$ cat src/rtl/video_pkg.sv
// Shared video timing defaults (640x480), scan-out FSM state type and colour-bar palette.
package video_pkg;

    localparam int unsigned DEF_H_ACTIVE = 640;
    localparam int unsigned DEF_H_FP     = 16;
    localparam int unsigned DEF_H_SYNC   = 96;
    localparam int unsigned DEF_H_BP     = 48;
    localparam int unsigned DEF_V_ACTIVE = 480;
    localparam int unsigned DEF_V_FP     = 10;
    localparam int unsigned DEF_V_SYNC   = 2;
    localparam int unsigned DEF_V_BP     = 33;

    typedef enum logic [1:0] {StIdle, StWaitFifo, StRun} vto_state_e;

    localparam logic [23:0] RGB_WHITE   = 24'hFFFFFF;
    localparam logic [23:0] RGB_YELLOW  = 24'hFFFF00;
    localparam logic [23:0] RGB_CYAN    = 24'h00FFFF;
    localparam logic [23:0] RGB_GREEN   = 24'h00FF00;
    localparam logic [23:0] RGB_MAGENTA = 24'hFF00FF;
    localparam logic [23:0] RGB_RED     = 24'hFF0000;
    localparam logic [23:0] RGB_BLUE    = 24'h0000FF;
    localparam logic [23:0] RGB_BLACK   = 24'h000000;

    function automatic logic [23:0] bar_rgb(input logic [2:0] idx);
        logic [23:0] rgb;
        rgb = RGB_BLACK;
        unique case (idx)
            3'd0: rgb = RGB_WHITE;
            3'd1: rgb = RGB_YELLOW;
            3'd2: rgb = RGB_CYAN;
            3'd3: rgb = RGB_GREEN;
            3'd4: rgb = RGB_MAGENTA;
            3'd5: rgb = RGB_RED;
            3'd6: rgb = RGB_BLUE;
            3'd7: rgb = RGB_BLACK;
        endcase
        return rgb;
    endfunction

endpackage

$ cat src/rtl/video_timing_gen.sv
// Raster counters, active-region decode and sync level generation.
module video_timing_gen
    import video_pkg::*;
#(
    parameter int unsigned H_ACTIVE = DEF_H_ACTIVE,
    parameter int unsigned H_FP     = DEF_H_FP,
    parameter int unsigned H_SYNC   = DEF_H_SYNC,
    parameter int unsigned H_BP     = DEF_H_BP,
    parameter int unsigned V_ACTIVE = DEF_V_ACTIVE,
    parameter int unsigned V_FP     = DEF_V_FP,
    parameter int unsigned V_SYNC   = DEF_V_SYNC,
    parameter int unsigned V_BP     = DEF_V_BP,
    parameter bit          SYNC_POL = 1'b0,
    parameter int unsigned HW       = $clog2(H_ACTIVE + H_FP + H_SYNC + H_BP)
) (
    input  logic          clk,
    input  logic          rst,
    input  logic          cnt_en,
    input  logic          cnt_clr,
    output logic [HW-1:0] h_cnt,
    output logic          active,
    output logic          hsync_lvl,
    output logic          vsync_lvl,
    output logic          frame_first,
    output logic          frame_last
);
    localparam int unsigned H_TOTAL = H_ACTIVE + H_FP + H_SYNC + H_BP;
    localparam int unsigned V_TOTAL = V_ACTIVE + V_FP + V_SYNC + V_BP;
    localparam int unsigned VW      = $clog2(V_TOTAL);

    localparam logic [HW-1:0] H_LAST   = HW'(H_TOTAL - 1);
    localparam logic [VW-1:0] V_LAST   = VW'(V_TOTAL - 1);
    localparam logic [HW-1:0] HS_START = HW'(H_ACTIVE + H_FP);
    localparam logic [HW-1:0] HS_END   = HW'(H_ACTIVE + H_FP + H_SYNC);
    localparam logic [VW-1:0] VS_START = VW'(V_ACTIVE + V_FP);
    localparam logic [VW-1:0] VS_END   = VW'(V_ACTIVE + V_FP + V_SYNC);

    logic [HW-1:0] h_q;
    logic [VW-1:0] v_q;

    always_ff @(posedge clk or posedge rst) begin
        if (rst) begin
            h_q <= '0;
            v_q <= '0;
        end else if (cnt_clr) begin
            h_q <= '0;
            v_q <= '0;
        end else if (cnt_en) begin
            if (h_q == H_LAST) begin
                h_q <= '0;
                v_q <= (v_q == V_LAST) ? '0 : v_q + 1'b1;
            end else begin
                h_q <= h_q + 1'b1;
            end
        end
    end

    always_comb begin
        h_cnt       = h_q;
        active      = (h_q < HW'(H_ACTIVE)) && (v_q < VW'(V_ACTIVE));
        hsync_lvl   = (h_q >= HS_START && h_q < HS_END) ? SYNC_POL : ~SYNC_POL;
        vsync_lvl   = (v_q >= VS_START && v_q < VS_END) ? SYNC_POL : ~SYNC_POL;
        frame_first = (h_q == '0) && (v_q == '0);
        frame_last  = (h_q == H_LAST) && (v_q == V_LAST);
    end

endmodule

$ cat src/rtl/video_timing_out.sv
// Scan-out FSM, show-ahead FIFO handshake and registered video outputs.
// Optional colour-bar generator enabled by VIDEO_TIMING_OUT_TEST_PATTERN_EN.
module video_timing_out
    import video_pkg::*;
#(
    parameter int unsigned DATA_WIDTH = 32,
    parameter int unsigned H_ACTIVE   = DEF_H_ACTIVE,
    parameter int unsigned H_FP       = DEF_H_FP,
    parameter int unsigned H_SYNC     = DEF_H_SYNC,
    parameter int unsigned H_BP       = DEF_H_BP,
    parameter int unsigned V_ACTIVE   = DEF_V_ACTIVE,
    parameter int unsigned V_FP       = DEF_V_FP,
    parameter int unsigned V_SYNC     = DEF_V_SYNC,
    parameter int unsigned V_BP       = DEF_V_BP,
    parameter bit          SYNC_POL   = 1'b0
) (
    input  logic                  clk,
    input  logic                  rst,
    input  logic                  enable,
    output logic                  fifo_rd_en,
    input  logic [DATA_WIDTH-1:0] fifo_rd_data,
    input  logic                  fifo_rd_empty,
    output logic                  hsync,
    output logic                  vsync,
    output logic                  de,
    output logic [23:0]           pixel,
    output logic                  frame_start,
    output logic                  underflow,
`ifdef VIDEO_TIMING_OUT_TEST_PATTERN_EN
    input  logic                  test_pattern,
`endif
    input  logic                  underflow_clr
);
    localparam int unsigned HW = $clog2(H_ACTIVE + H_FP + H_SYNC + H_BP);

    vto_state_e    state_q, state_d;
    logic [HW-1:0] h_cnt;
    logic          active, hsync_lvl, vsync_lvl, frame_first, frame_last;
    logic          pattern_on, in_active_run, uflow_evt;
    logic [23:0]   pixel_d, pattern_px;
    logic          de_q, frame_start_q, underflow_q, underflow_d, hsync_q, vsync_q;
    logic [23:0]   pixel_q;
    logic          unused_data_msb;

    assign unused_data_msb = ^fifo_rd_data[DATA_WIDTH-1:24];

`ifdef VIDEO_TIMING_OUT_TEST_PATTERN_EN
    localparam int unsigned BAR_W = H_ACTIVE / 8;
    assign pattern_on = test_pattern;
    assign pattern_px = bar_rgb(3'(h_cnt / HW'(BAR_W)));
`else
    logic unused_h_cnt;
    assign unused_h_cnt = ^h_cnt;
    assign pattern_on   = 1'b0;
    assign pattern_px   = RGB_BLACK;
`endif

    video_timing_gen #(
        .H_ACTIVE (H_ACTIVE),
        .H_FP     (H_FP),
        .H_SYNC   (H_SYNC),
        .H_BP     (H_BP),
        .V_ACTIVE (V_ACTIVE),
        .V_FP     (V_FP),
        .V_SYNC   (V_SYNC),
        .V_BP     (V_BP),
        .SYNC_POL (SYNC_POL),
        .HW       (HW)
    ) u_timing (
        .clk         (clk),
        .rst         (rst),
        .cnt_en      (state_q != StIdle),
        .cnt_clr     (state_d == StIdle),
        .h_cnt       (h_cnt),
        .active      (active),
        .hsync_lvl   (hsync_lvl),
        .vsync_lvl   (vsync_lvl),
        .frame_first (frame_first),
        .frame_last  (frame_last)
    );

    // RUN is entered on the last pixel so the first RUN cycle sits at (0,0).
    always_comb begin
        state_d = state_q;
        unique case (state_q)
            StIdle:     if (enable) state_d = StWaitFifo;
            StWaitFifo: begin
                if (!enable) begin
                    state_d = StIdle;
                end else if (frame_last && (!fifo_rd_empty || pattern_on)) begin
                    state_d = StRun;
                end
            end
            StRun:      if (frame_last && !enable) state_d = StIdle;
            default:    state_d = StIdle;
        endcase
    end

    always_comb begin
        in_active_run = (state_q == StRun) && active;
        fifo_rd_en    = in_active_run && !fifo_rd_empty && !pattern_on;
        uflow_evt     = in_active_run && fifo_rd_empty && !pattern_on;
        pixel_d       = 24'h0;
        if (in_active_run && pattern_on) begin
            pixel_d = pattern_px;
        end else if (fifo_rd_en) begin
            pixel_d = fifo_rd_data[23:0];
        end
        // A fresh underflow wins over a simultaneous clear.
        underflow_d = underflow_q;
        if (underflow_clr) underflow_d = 1'b0;
        if (uflow_evt)     underflow_d = 1'b1;
    end

    always_ff @(posedge clk or posedge rst) begin
        if (rst) begin
            state_q       <= StIdle;
            de_q          <= 1'b0;
            pixel_q       <= 24'h0;
            frame_start_q <= 1'b0;
            underflow_q   <= 1'b0;
            hsync_q       <= ~SYNC_POL;
            vsync_q       <= ~SYNC_POL;
        end else begin
            state_q       <= state_d;
            de_q          <= in_active_run;
            pixel_q       <= pixel_d;
            frame_start_q <= (state_q == StRun) && frame_first;
            underflow_q   <= underflow_d;
            hsync_q       <= hsync_lvl;
            vsync_q       <= vsync_lvl;
        end
    end

    assign de          = de_q;
    assign pixel       = pixel_q;
    assign frame_start = frame_start_q;
    assign underflow   = underflow_q;
    assign hsync       = hsync_q;
    assign vsync       = vsync_q;

endmodule

$ cat config.mk
export PLATFORM = sky130hd
export DESIGN_NAME = video_timing_out
export DESIGN_NICKNAME = d
export VERILOG_FILES = /design/src/rtl/video_pkg.sv /design/src/rtl/video_timing_gen.sv /design/src/rtl/video_timing_out.sv
export SDC_FILE = /design/constraint.sdc
export NUM_CORES = 1
export LEC_CHECK = 0
export ABC_AREA = 0
export ABC_CLOCK_PERIOD_IN_PS = 1600
export CORE_ASPECT_RATIO = 1.75
export CORE_MARGIN = 3
export CORE_UTILIZATION = 45
export CTS_BUF_LIST = sky130_fd_sc_hd__clkbuf_4 sky130_fd_sc_hd__clkbuf_8
export DETAILED_ROUTE_END_ITERATION = 7
export PLACE_DENSITY = 0.79
export SLEW_MARGIN = 30
export SYNTH_ARGS = -nofsm -noshare
export SYNTH_HDL_FRONTEND = slang
export SYNTH_SLANG_ARGS = --single-unit
$ cat constraint.sdc
create_clock -name clk -period 1.6 [get_ports clk]
set_clock_uncertainty 0.15 [all_clocks]
set_input_delay 0.24 -clock clk [delete_from_list [all_inputs] [get_ports clk]]
set_output_delay 0.24 -clock clk [all_outputs]
set_load 0.005 [all_outputs]
======== Yosys cells after proc, flatten, opt, wreduce, memory -nomap -nowiden ========
Index checks and enable logic that the tools add are counted.
word-level totals
  logic and storage cells ................. 60
  output and inout port bits .............. 30
  input bits .............................. 37
  register bits ........................... 51
operators by class
  magnitude comparators ................... 6
  equal/unequal tests ..................... 4
  add/subtract/negate cells ............... 2
  reduce and logical (&&, ||, !) cells .... 22
  multiplexer cells ....................... 17
operators with widths
  cell                                                                number
  2-to-1 mux 10 bit                                                   7
  2-to-1 mux 24 bit                                                   1
  adder 10 x 1 -> 10 bit, second input constant                       2
  == test 10 bit, second input constant                               2
  zero test 10 bit                                                    2
  less-than comparator 10 bit, second input constant                  2
  less-than comparator 10 x 9 -> 1 bit, second input constant         2
  logical AND 1 bit                                                   11
  greater-or-equal comparator 10 bit, second input constant           1
  greater-or-equal comparator 10 x 9 -> 1 bit, second input constant  1
  2-to-1 mux 2 bit                                                    4
  nonzero test 2 bit                                                  4
  case mux 2 bit (3 select lines)                                     1
  zero test 2 bit                                                     2
  2-to-1 mux 1 bit                                                    4
  == test 2 x 1 -> 1 bit, second input constant                       1
  == test 2 bit, second input constant                                1
  zero test 1 bit                                                     2
  AND reduction 2 bit                                                 1

======== Logic depth before layout (Yosys ltp) ========
  depth after elaboration ................. 9
  depth in mapped cells ................... 7
  depth with buffers taken out ............ 6

======== Cells and area by module ========
From an unflattened synthesis, not the netlist that was laid out.
second synthesis, totals
  cell total of the unflattened synthesis .. 221
  area total of the unflattened synthesis .. 2396.0 um2
modules (own cells, without submodules)
  module            area an instance (um2)  instances  cells each
  video_timing_gen  1335.0                  1          147
  video_timing_out  1061.0                  1          74

======== Least setup slack after synthesis ========
OpenSTA, ideal clock, no wires.
  path type ............................... reg-to-reg
  from .................................... register u_timing.h_q[0], in the netlist u_timing.h_cnt[0]
  to ...................................... register u_timing.h_q[1], in the netlist u_timing.h_cnt[1]
  path slack .............................. -0.124 ns
  stages on the path, launching flop included .. 7
  required time ........................... 1.349 ns
  setup time .............................. 0.101 ns
  period minus slack after synthesis ...... 1.724 ns
  arrival ................................. 1.474 ns
  path through ............................ dfrtp_1 > ha_1 > and3_1 > buf_8 > and3_1 > buf_4 > o32ai_1
between the ends
  longest elaborated chain between the ends .. 8
RTL lines
  what                                                            RTL line                                        text
  start: declaration                                              video_timing_gen.sv:38                          logic [HW-1:0] h_q;
  start signal: assignment                                        video_timing_gen.sv:53                          h_q <= h_q + 1'b1;
  == test 10 bit                                                  video_timing_gen.sv:49, video_timing_gen.sv:64
  logical AND 1 bit                                               video_timing_gen.sv:64                          frame_last = (h_q == H_LAST) && (v_q == V_LAST);
  logical AND 1 bit                                               video_timing_out.sv:90                          end else if (frame_last && (!fifo_rd_empty || pattern_on)) begin
  2-to-1 mux 2 bit                                                video_timing_out.sv:90
  2-to-1 mux 2 bit                                                video_timing_out.sv:88                          if (!enable) begin
  case mux 2 bit (3 select lines)                                 video_timing_out.sv:85                          unique case (state_q)
  zero test 2 bit                                                 video_timing_out.sv:73                          .cnt_clr (state_d == StIdle),
  2-to-1 mux 10 bit / nonzero test 2 bit (equally long branches)  -
Several ways; a longest one is shown, not always the timed one. The select of a mux whose other input is x is not followed.
A chain may end at the register's enable or synchronous reset.

======== Final worst setup path ========
  from .................................... register u_timing.v_q[8]
  to ...................................... output port fifo_rd_en
between the ends
  longest elaborated chain between the ends .. 4
RTL lines
  what                                  RTL line                 text
  start: declaration                    video_timing_gen.sv:39   logic [VW-1:0] v_q;
  start signal: assignment              video_timing_gen.sv:51   v_q <= (v_q == V_LAST) ? '0 : v_q + 1'b1;
  less-than comparator 10 x 9 -> 1 bit  video_timing_gen.sv:60   active = (h_q < HW'(H_ACTIVE)) && (v_q < VW'(V_ACTIVE));
  logical AND 1 bit                     video_timing_gen.sv:60
  logical AND 1 bit                     video_timing_out.sv:100  in_active_run = (state_q == StRun) && active;
  logical AND 1 bit                     video_timing_out.sv:101  fifo_rd_en = in_active_run && !fifo_rd_empty && !pattern_on;
  end: declaration                      video_timing_out.sv:20   output logic fifo_rd_en,
No other way between the ends.

==> flow_summary.yaml <==
grt:
  grt_pass1_vias: 2161
  grt_pass1_wl_um: 10100
  grtUsageTotal: 0.212
  use_met1: 0.233
  antenna_found_initial: 0
  met2_usage: 0.377
  grtUsageMet3: 0.0489
  grt.busiest_layer: "met2"
  grt_max_degree: 28
  grt_overflow: 0
finish:
  fin_nets: 371
  stdcell_count: 385
  nFillCells: 295
  syn2layout_area_growth_pct: 57.4
  fin_area_um2: 3800
  seqCellArea_um2: 1280
  antennaDiodeCount: 0
  multi_input_area_um2: 1250
  layout-drive-gt1-share: 0.363
drt:
  drt_iter0_drc: 34
  viasPerCell: 5.54
  vias: 2132
  wl_per_cell_um: 17.1
  drc_errors: 0
  final_antenna_net_count: 0
  routed_wl_um: 6600
  dr.pass1.iters: 4
outcome:
  status: "complete, but fails checks"
  violations: "negative setup slack"
floorplan:
  die_area_um2: 6320
  dieWidth_um: 61.4
  die-height_um: 103
  start_util: 0.478
  num_rows: 34
  core_area_um2: 5060
  io_pins: 67
power_and_ir_drop:
  p_sw_frac: 0.250
  p_switching_uw: 580
  vdd_ir_drop_max_mv: 0.651
  leakagePower_uw: 0.00170
  p_int_uw: 1740
  clkPwrFrac: 0.348
  comb_power_share: 0.093
  seqPwrFrac: 0.559
  powerDensity_nw_per_um2: 610
placed_design:
  portBuffers: 58
  numPlacedInstances: 368
  gp_congestion: 0.846
  dp_hpwl_um: 4380
  placed_area_um2: 3410
  preCtsSetupSlack_ns: -0.447
worst_setup_path:
  reg2reg_depth: 5
  crit_fanout: 2
  crit_chain: "nand4_1 -> nand2_2 -> nor4_4 -> buf_2"
  reg2reg_slack_ns: -0.25
  worstSetupPathType: "flop to output port"
  r2r-end: "u_timing.v_q[9]"
  arrival_ns: 1.46
  crit_path_max_incr_delay_ns: 0.43
  cp-start-kind: "flop"
  rr_startpoint: "u_timing.v_q[8]"
  cp-end-kind: "output port"
  critPathRequiredTime_ns: 1.21
  crit_path_top_delay_cell: "dfrtp_1"
clocking:
  cts_buffer_depth: 2
  clock_sinks: 51
  path_clk_slew_ns: 0.10
  cts_max_level: 2
  clockRootBuffer: "clkbuf_8"
  numCtsBuffers: 5
  insertion_delay_ns: 0.31
  cts_tree: "built"
synthesis:
  yosys-top-cells-area: "dfrtp_1 51%, and2_1 6.5%, o21ai_0 2.9%, nand4_1 2.3%, dfstp_2 2.2%"
  netlist_instances: 216
  synth-main-ff-cell: "dfrtp_1"
  synthArstFlopShare: 1.00
  yosys.area.top_type_share: 0.507
  avgSynthCellArea_um2: 11.2
  synth_edf_count: 0
  synthesis.area_um2: 2420
  ys_seq_area_frac: 0.529
  yosysMostFrequentCell: "dfrtp_1"
  ys_types: 49
  ys_seq_elements: 51
  yosys.area.top_type: "dfrtp_1"
  postSynthNetCount: 257
  synthTopCellsByCount: "49 x dfrtp_1, 25 x and2_1, 14 x o21ai_0"
  yosys_warnings: 0
timing:
  finalSetupViolations: 23
  tightest_slew_ns: 0.409
  finalHoldViolCount: 0
  slew_violations: 0
  max_slew_margin: 0.725
  post-route-period-util: 1.16
  max_freq_mhz: 540
  period_minus_slack_ns: 1.85
  timing.final.ws_setup_ns: -0.253
  rsz0062_at_grt: "true"
  finalSetupTns_ns: -2.85
min_path:
  min_path_type: "primary input to async pin"
flow_run:
  maxCapViolCount: 0
[stage by stage]
stage          hold WS (ns)   util  power, uW
5_1_grt               0.178  0.752       2400
3_5_place_dp          0.375  0.673       1510
4_1_cts               0.149  0.725       2320
2_1_floorplan         0.138      -       1390
3_3_place_gp          0.343  0.673       1500
6_report              0.159  0.752       2320
[logic make-up (layout without fill, tap and decap cells)]
| family | after synthesis | after routing | synth area share |
|---|---|---|---|
| simple gates | 106 | 106 | 0.283 |
| xor+xnor | 10 | 10 | 0.0362 |
| fa+ha+maj | 4 | 4 | 0.0207 |
| buf+inv | 16 | 131 | 0.0404 |
| compound gates | 29 | 29 | 0.0906 |
| flops | 51 | 51 | 0.529 |
[layer usage]
metal / up-vias / wire (um) / share of wire
met3: 11 / 320 / 0.049
met1: 1054 / 2340 / 0.35
met4: 0 / 119 / 0.018
met2: 76 / 3820 / 0.58
met5: - / 0 / 0
li1: 991 / - / -
[critical path, delay by kind of cell (launching register included)]
kind / cells / cell delay, ns
buffers and inverters: 1 / 0.19
AND/OR/NAND/NOR: 3 / 0.54
flip-flops: 1 / 0.43
[worst max-delay path by stage]
stage / start / endpoint / slack, ns
2_1_floorplan: u_timing.h_cnt[0] / u_timing.v_q[9] / -0.07
3_3_place_gp: fifo_rd_empty / fifo_rd_en / -0.40
3_5_place_dp: fifo_rd_empty / fifo_rd_en / -0.45
4_1_cts: u_timing.v_q[7] / fifo_rd_en / -0.27
5_1_grt: u_timing.h_cnt[7] / u_timing.v_q[8] / -0.28
6_report: u_timing.v_q[8] / fifo_rd_en / -0.25
[cell type report]
class	instances	area share
well taps	54	0.0178
clock buffers	5	0.0181
clock inverters	3	0.00723
multi-input cells	149	0.329
inverters	8	0.00888
flip-flops and latches	51	0.336
repair buffers	115	0.283
[placed cells by master, fill, tap and decap left out, types with 3 or more instances in the layout]
cell / instances
clkdlybuf4s50_1: 52
dfrtp_1: 48
buf_4: 41
and2_1: 25
buf_6: 15
nand2_1: 10
nand4_1: 9
o21ai_2: 8
inv_1: 7
nor2_2: 7
xnor2_1: 6
o21ai_1: 6
nor2_1: 6
nand3_1: 5
nand3_2: 5
clkbuf_8: 5
nor3_1: 4
xor2_1: 4
and3_4: 3
o21ai_0: 3
nand4b_1: 3
o211ai_1: 3
ha_1: 3
dlymetal6s2s_1: 3
[sequential cells by signal, summed over array words and instances, names as in the netlist]
signal          cells
hsync               1
de                  1
pixel              24
state_q             2
vsync               1
underflow           1
u_timing.v_q       10
u_timing.h_cnt     10
frame_start         1
[timing repair]
item / CTS / global route
endpoints found under the setup margin: 48 / 52
hold buffers: 0 / 0
gates resized for setup: 42 / 30
setup buffers: 6 / 3
pin swaps: 25 / 17
[power groups by stage]
stage               registers (uW)  logic, uW  clock network, uW
floorplan                     1330       60.2                  0
global placement              1320        181                  0
CTS                           1300        202                817
global route                  1300        232                868
finish                        1300        215                809
detailed placement            1320        187                  0
Note: power is estimated with default switching activity, not from simulation.
==> RTL edit 1 (same settings) <==
`SYNC_POL` is set to 1'b0 in 2 places; all go to 1'b1.
--- a/src/rtl/video_timing_gen.sv
+++ b/src/rtl/video_timing_gen.sv
@@ -12,3 +12,3 @@
     parameter int unsigned V_BP     = DEF_V_BP,
-    parameter bit          SYNC_POL = 1'b0,
+    parameter bit          SYNC_POL = 1'b1,
     parameter int unsigned HW       = $clog2(H_ACTIVE + H_FP + H_SYNC + H_BP)
--- a/src/rtl/video_timing_out.sv
+++ b/src/rtl/video_timing_out.sv
@@ -14,3 +14,3 @@
     parameter int unsigned V_BP       = DEF_V_BP,
-    parameter bit          SYNC_POL   = 1'b0
+    parameter bit          SYNC_POL   = 1'b1
 ) (
Formal check against the unedited RTL: not equivalent (Yosys sat finds a counterexample within 4 cycles, from zero or initial values and one cycle with rst high).
==> RTL edit 1 against the unedited design <==
  * The flow still finishes with violations (setup timing)
  * Fmax grew 1.9%
  * Critical endpoint is now state_q[1]$_DFF_PP0_
  * First-iteration DRC count grew 120%
  * Utilization grew 0.21 points
  * Routed wire length grew 7.3%
  * Total power grew 7.3%
  * Setup slack gained 0.035 ns
  * Sequential cell count is the same
  * Synthesized area shrank 2.2%
  * Count of clock-buffer cells in the layout grew 1
  * Cell area shrank 0.56%
  * Synthesized cell count shrank 0.93%
  * Largest power group unchanged
==> RTL edit 1: results (changes against the unedited design) <==
[run_status]
status = finished with violations
violations = setup timing

[placed_design]
dp_hpwl_um = 4634  ; +5.8%
place_ws_ns = -0.4262  ; +0.02086 ns
gp_congestion = 0.8715  ; +3.1%

[route]
vias = 2166  ; +1.6%
drt_iter0_markers = 75  ; +120%
wl_per_cell_um = 18.11  ; +5.7%
drcViolationCount = 0  ; unchanged

[setup_path]
crit_fanout = 5  ; +3
r2r_end = state_q[1]$_DFF_PP0_
cp.arrival_ns = 1.90  ; +0.44 ns
rr_worst_depth = 6  ; +1
r2r_start = u_timing.v_q[5]$_DFFE_PP0P_

[cts]
clk_latency_ns = 0.31  ; about the same
path_clk_slew_ns = 0.10  ; about the same
numCtsBuffers = 5  ; unchanged
cts-root-buf = clkbuf_8
clock_path_buffers = 2  ; unchanged

[yosys]
synth_area_leaders = dfrtp_1 54%, and2_1 6.6%, nand4_1 2.9%
synth_common_cells = 51 x dfrtp_1, 25 x and2_1, 14 x nor2_1
synth_cell_type_count = 43  ; -12%
ys_seq_area_share_pct = 53.97  ; +1.1 points
synthArstFlopShare_pct = 100.0  ; unchanged
synth_fp_nets = 255  ; -0.78%

[global_route]
antenna_found_initial = 0  ; unchanged
grt_max_degree = 25  ; -11%
grt.total_usage_pct = 21.51  ; +0.26 points
grt_pass1_wl_um = 9998  ; -0.55%
grt_pass1_vias = 2093  ; -3.1%

[final_layout]
fin_nets = 377  ; +1.6%
nFillCells = 317  ; +7.5%
drive_above_1_share_pct = 33.83  ; -2.4 points
largest_reg_flops = 24  ; unchanged
num_antenna_cells = 0  ; unchanged

[power]
leakagePower_nw = 1.730  ; +1.6%
ir_worst_vdd_uv = 496.8  ; -24%

[timing]
fin_hold_ws_ns = 0.09975  ; -0.05883 ns
max-slew-margin-rel_pct = 75.05  ; +2.5 points
setup_tns_ns = -2.609  ; +0.2403 ns
setup_ws_ns = -0.2176  ; +0.03533 ns
setup_viol = 21  ; -8.7%

-- RTL edit 1: cell types whose count changed in the layout (fill, tap and decap cells not counted), sizes merged, moves of 4 or more --
cell / before / now
nor3: 6 / 10
buf: 58 / 66
nand3: 11 / 6
clkdlybuf4s50: 52 / 56
o21ai: 18 / 5
-- RTL edit 1: report_power, final --
part | internal [mW] | switching [mW]
registers | 1.31 | 0.0139
clock network | 0.354 | 0.441
logic | 0.215 | 0.160
-- RTL edit 1: repair_timing --
item,4_1_cts,5_1_grt
cloned,0,1
pin swaps,27,20
hold endpoints to repair,0,0
buffers inserted,6,11
setup endpoints to repair,48,48
resized for setup,36,15
-- RTL edit 1: area by class of cell --
class | count | area share (%)
well taps | 54 | 1.786
multi-input cells | 144 | 30.62
repair buffers | 123 | 30.06
clock buffers | 6 | 2.183
flip-flops and latches | 51 | 33.73
inverters | 11 | 1.190
clock inverters | 2 | 0.4299
-- RTL edit 1: through the flow --
step           cell area, um2  instances
2_1_floorplan            2377        214
3_3_place_gp             3351        366
3_5_place_dp             3351        366
4_1_cts                  3618        380
5_1_grt                  3784        391
6_report                 3784        391
-- RTL edit 1: worst max path at each step --
| stage | slack, ns | endpoint |
|---|---|---|
| 6_report | -0.22 | state_q[1]$_DFF_PP0_ |
| 5_1_grt | -0.31 | u_timing.v_q[8]$_DFFE_PP0P_ |
| 4_1_cts | -0.22 | fifo_rd_en |
| 3_5_place_dp | -0.43 | u_timing.h_cnt[9]$_DFFE_PP0P_ |
| 3_3_place_gp | -0.37 | fifo_rd_en |
| 2_1_floorplan | -0.11 | u_timing.v_q[5]$_DFFE_PP0P_ |
-- RTL edit 1: per-layer routing --
layer / routed length [um] / vias to the layer above / GRT usage [%] / share of wire (%)
li1: - / 985 / - / -
met1: 2252 / 1081 / 22.58 / 32
met2: 4287 / 70 / 41.06 / 61
met3: 221 / 30 / 2.402 / 3.1
met4: 319 / 0 / 9.015 / 4.5
met5: 0 / - / 0 / 0
-- RTL edit 1: cell families after synthesis --
group | Yosys count | share of synthesized area [%]
compound gates | 20 | 6.825
simple gates | 108 | 28.36
fa+ha+maj | 4 | 2.116
flops | 51 | 53.97
mux | 1 | 0.4233
buf+inv | 20 | 4.603
xor+xnor | 10 | 3.704
-- RTL edit 1: critical path, stage by stage (launching register included) --
cell and delay (ns):
dfrtp_1 0.41, buf_6 0.13, nor4_4 0.31, and3_4 0.29, buf_6 0.13, nand4_1 0.15
nand3b_1 0.17
==> RTL edit 2 (same flow settings) <==
Made on the original files. `pixel_q` no longer has a reset.
--- a/src/rtl/video_timing_out.sv
+++ b/src/rtl/video_timing_out.sv
@@ -118,3 +118,2 @@
             de_q          <= 1'b0;
-            pixel_q       <= 24'h0;
             frame_start_q <= 1'b0;
@@ -126,3 +125,2 @@
             de_q          <= in_active_run;
-            pixel_q       <= pixel_d;
             frame_start_q <= (state_q == StRun) && frame_first;
@@ -132,2 +130,6 @@
         end
+    end
+
+    always_ff @(posedge clk) begin
+        pixel_q <= pixel_d;
     end
Formal check against the unedited RTL: same outputs for any inputs over 10 cycles, from zero or initial values and one cycle with rst high; that may be too few to reach the edited logic, so the function may still have changed.
==> RTL edit 2 against the unedited design <==
  * Cell area down 1.8%
  * Critical path type is now reg2reg
  * Synthesized area down 12%
  * Sequential cell count unchanged
  * Via count up 3.6%
  * Global-route usage up 5.3 points
  * Final cell count up 2.1%
  * Setup slack worse by 0.31 ns
  * The flow still finishes with violations (setup timing)
  * Routed wire length up 20%
  * Fmax down 14%
Power is not compared: it rests on default switching activity, and its combinational part moved more than twofold at a synthesized area within 25%.
==> RTL edit 2: results (changes against the unedited design) <==
[yosys]
ys_seq_area_share_pct = 54.66  ; +1.8 points
synth_fp_nets = 251  ; -2.3%
synth_area_leaders = dfrtp_1 30%, dfxtp_1 23%, and2_1 7.1%
syn_area_per_cell_um2 = 10.09  ; -9.8%
yosys_warnings = 0  ; unchanged
synth_cell_type_count = 43  ; -12%
synthArstFlopShare_pct = 52.94  ; -47 points
synth_common_cells = 25 x dfrtp_1, 24 x and2_1, 24 x dfxtp_1

[route]
wl_met2_um = 4305  ; +13%
routed.top_layer = met4
avgViaCountPerCell = 5.618  ; +1.5%
wl_met1_um = 2745  ; +17%
wl_met3_um = 410  ; +28%
vias = 2208  ; +3.6%
drt_wl_total_um = 7937  ; +20%
firstDrtPassIters = 4  ; unchanged
drt_iter0_markers = 114  ; +240%

[final_layout]
drive_above_1_share_pct = 37.43  ; +1.2 points
largest_reg_flops = 24  ; unchanged
final_area_um2 = 3736  ; -1.8%
fin_nets = 382  ; +3.0%
nFillCells = 233  ; -21%

[timing]
drv_slew = 0  ; unchanged
setup_ws_ns = -0.5629  ; -0.3099 ns
setup_viol = 48  ; +110%
worstMarginPinSlew_ns = 0.4000  ; -0.009008 ns
setup_tns_ns = -13.33  ; -10.48 ns

[setup_path]
cp.arrival_ns = 2.24  ; +0.78 ns
crit_fanout = 5  ; +3
rr_worst_depth = 6  ; +1

[global_route]
grt_max_degree = 20  ; -29%
grt.total_usage_pct = 26.54  ; +5.3 points
antenna_found_initial = 0  ; unchanged
grt_pass1_vias = 2354  ; +8.9%
grt_pass1_wl_um = 11320  ; +13%

[power]
ir_worst_vdd_uv = 776.6
leakagePower_nw = 1.648

[placed_design]
port_buffers = 58  ; unchanged
placed_cells = 367  ; -0.27%
placed_cell_area_um2 = 3179  ; -6.7%
dp_hpwl_um = 4186  ; -4.4%
gp_congestion = 0.8629  ; +2.1%
place_ws_ns = -0.4472  ; -0.0001130 ns

[cts]
cts-root-buf = clkbuf_8
clk_latency_ns = 0.32
numCtsBuffers = 5  ; unchanged

[worst_hold_path]
hp-class = in2async

[run_status]
violations = setup timing
status = finished with violations

[RTL edit 2: cell types whose count changed in the layout (fill, tap and decap cells not counted), moves of 4 or more]
cell / delta
nand4_1: -7
nor2b_1: +4
nand2_1: +10
buf_6: -8
and2_1: -4
dfrtp_1: -24
dfxtp_1: +24
buf_4: +15
nand3_2: -4
[RTL edit 2: metal layers]
layer,up-vias,global-route usage (%)
met1,1092,27.41
met3,41,5.340
met2,102,47.74
met5,-,0
met4,0,14.29
li1,973,-
[RTL edit 2: worst max-delay path, cell delays in order (launching register included)]
cell     delay [ns]
dfrtp_2        0.42
buf_6          0.13
and4b_1        0.31
and3_4         0.24
or3b_4         0.42
or3_1          0.31
o21ai_1        0.10
[RTL edit 2: final timing paths]
kind                                               start                             to  slack [ns]
setup / recovery           u_timing.h_cnt[7]$_DFFE_PP0P_    u_timing.v_q[9]$_DFFE_PP0P_       -0.56
hold / removal                                       rst          frame_start$_DFF_PP0_        0.05
setup reg to reg           u_timing.h_cnt[7]$_DFFE_PP0P_    u_timing.v_q[9]$_DFFE_PP0P_       -0.56
hold reg to reg              u_timing.v_q[1]$_DFFE_PP0P_    u_timing.v_q[1]$_DFFE_PP0P_        0.43
max in group asynchronous                            rst  u_timing.h_cnt[7]$_DFFE_PP0P_        0.80
min in group clk                        fifo_rd_data[19]           pixel[19]$_SDFF_PN0_        0.32
[RTL edit 2: kinds of logic after synthesis]
| group | after synthesis | share of synthesized area (%) |
|---|---|---|
| AND/OR/NAND/NOR | 110 | 29.81 |
| flip-flops | 51 | 54.66 |
| AO/OA/AOI/OAI | 23 | 6.494 |
| buffers and inverters | 12 | 2.538 |
| XOR/XNOR | 10 | 4.132 |
| adder cells (fa/ha/maj) | 4 | 2.361 |
[RTL edit 2: report_power, final]
part	internal [mW]	total [mW]	switching, mW
Clock	0.333	0.802	0.469
Sequential	1.42	1.49	0.0715
Combinational	0.656	1.22	0.569
[RTL edit 2: timing repair]
action,CTS,global route
setup buffers,12,7
pin swaps,15,15
gates resized for setup,32,48
endpoints found under the setup margin,50,50
cloned,2,2
[RTL edit 2: layout make-up]
type                            count  share of cell area [%]
Timing Repair Buffer              128                   33.46
Tap cell                           51                   1.708
Clock buffer                        6                   2.043
Multi-Input combinational cell    147                   30.48
Inverter                            8                  0.8038
Sequential cell                    51                   31.04
Clock inverter                      2                  0.4689
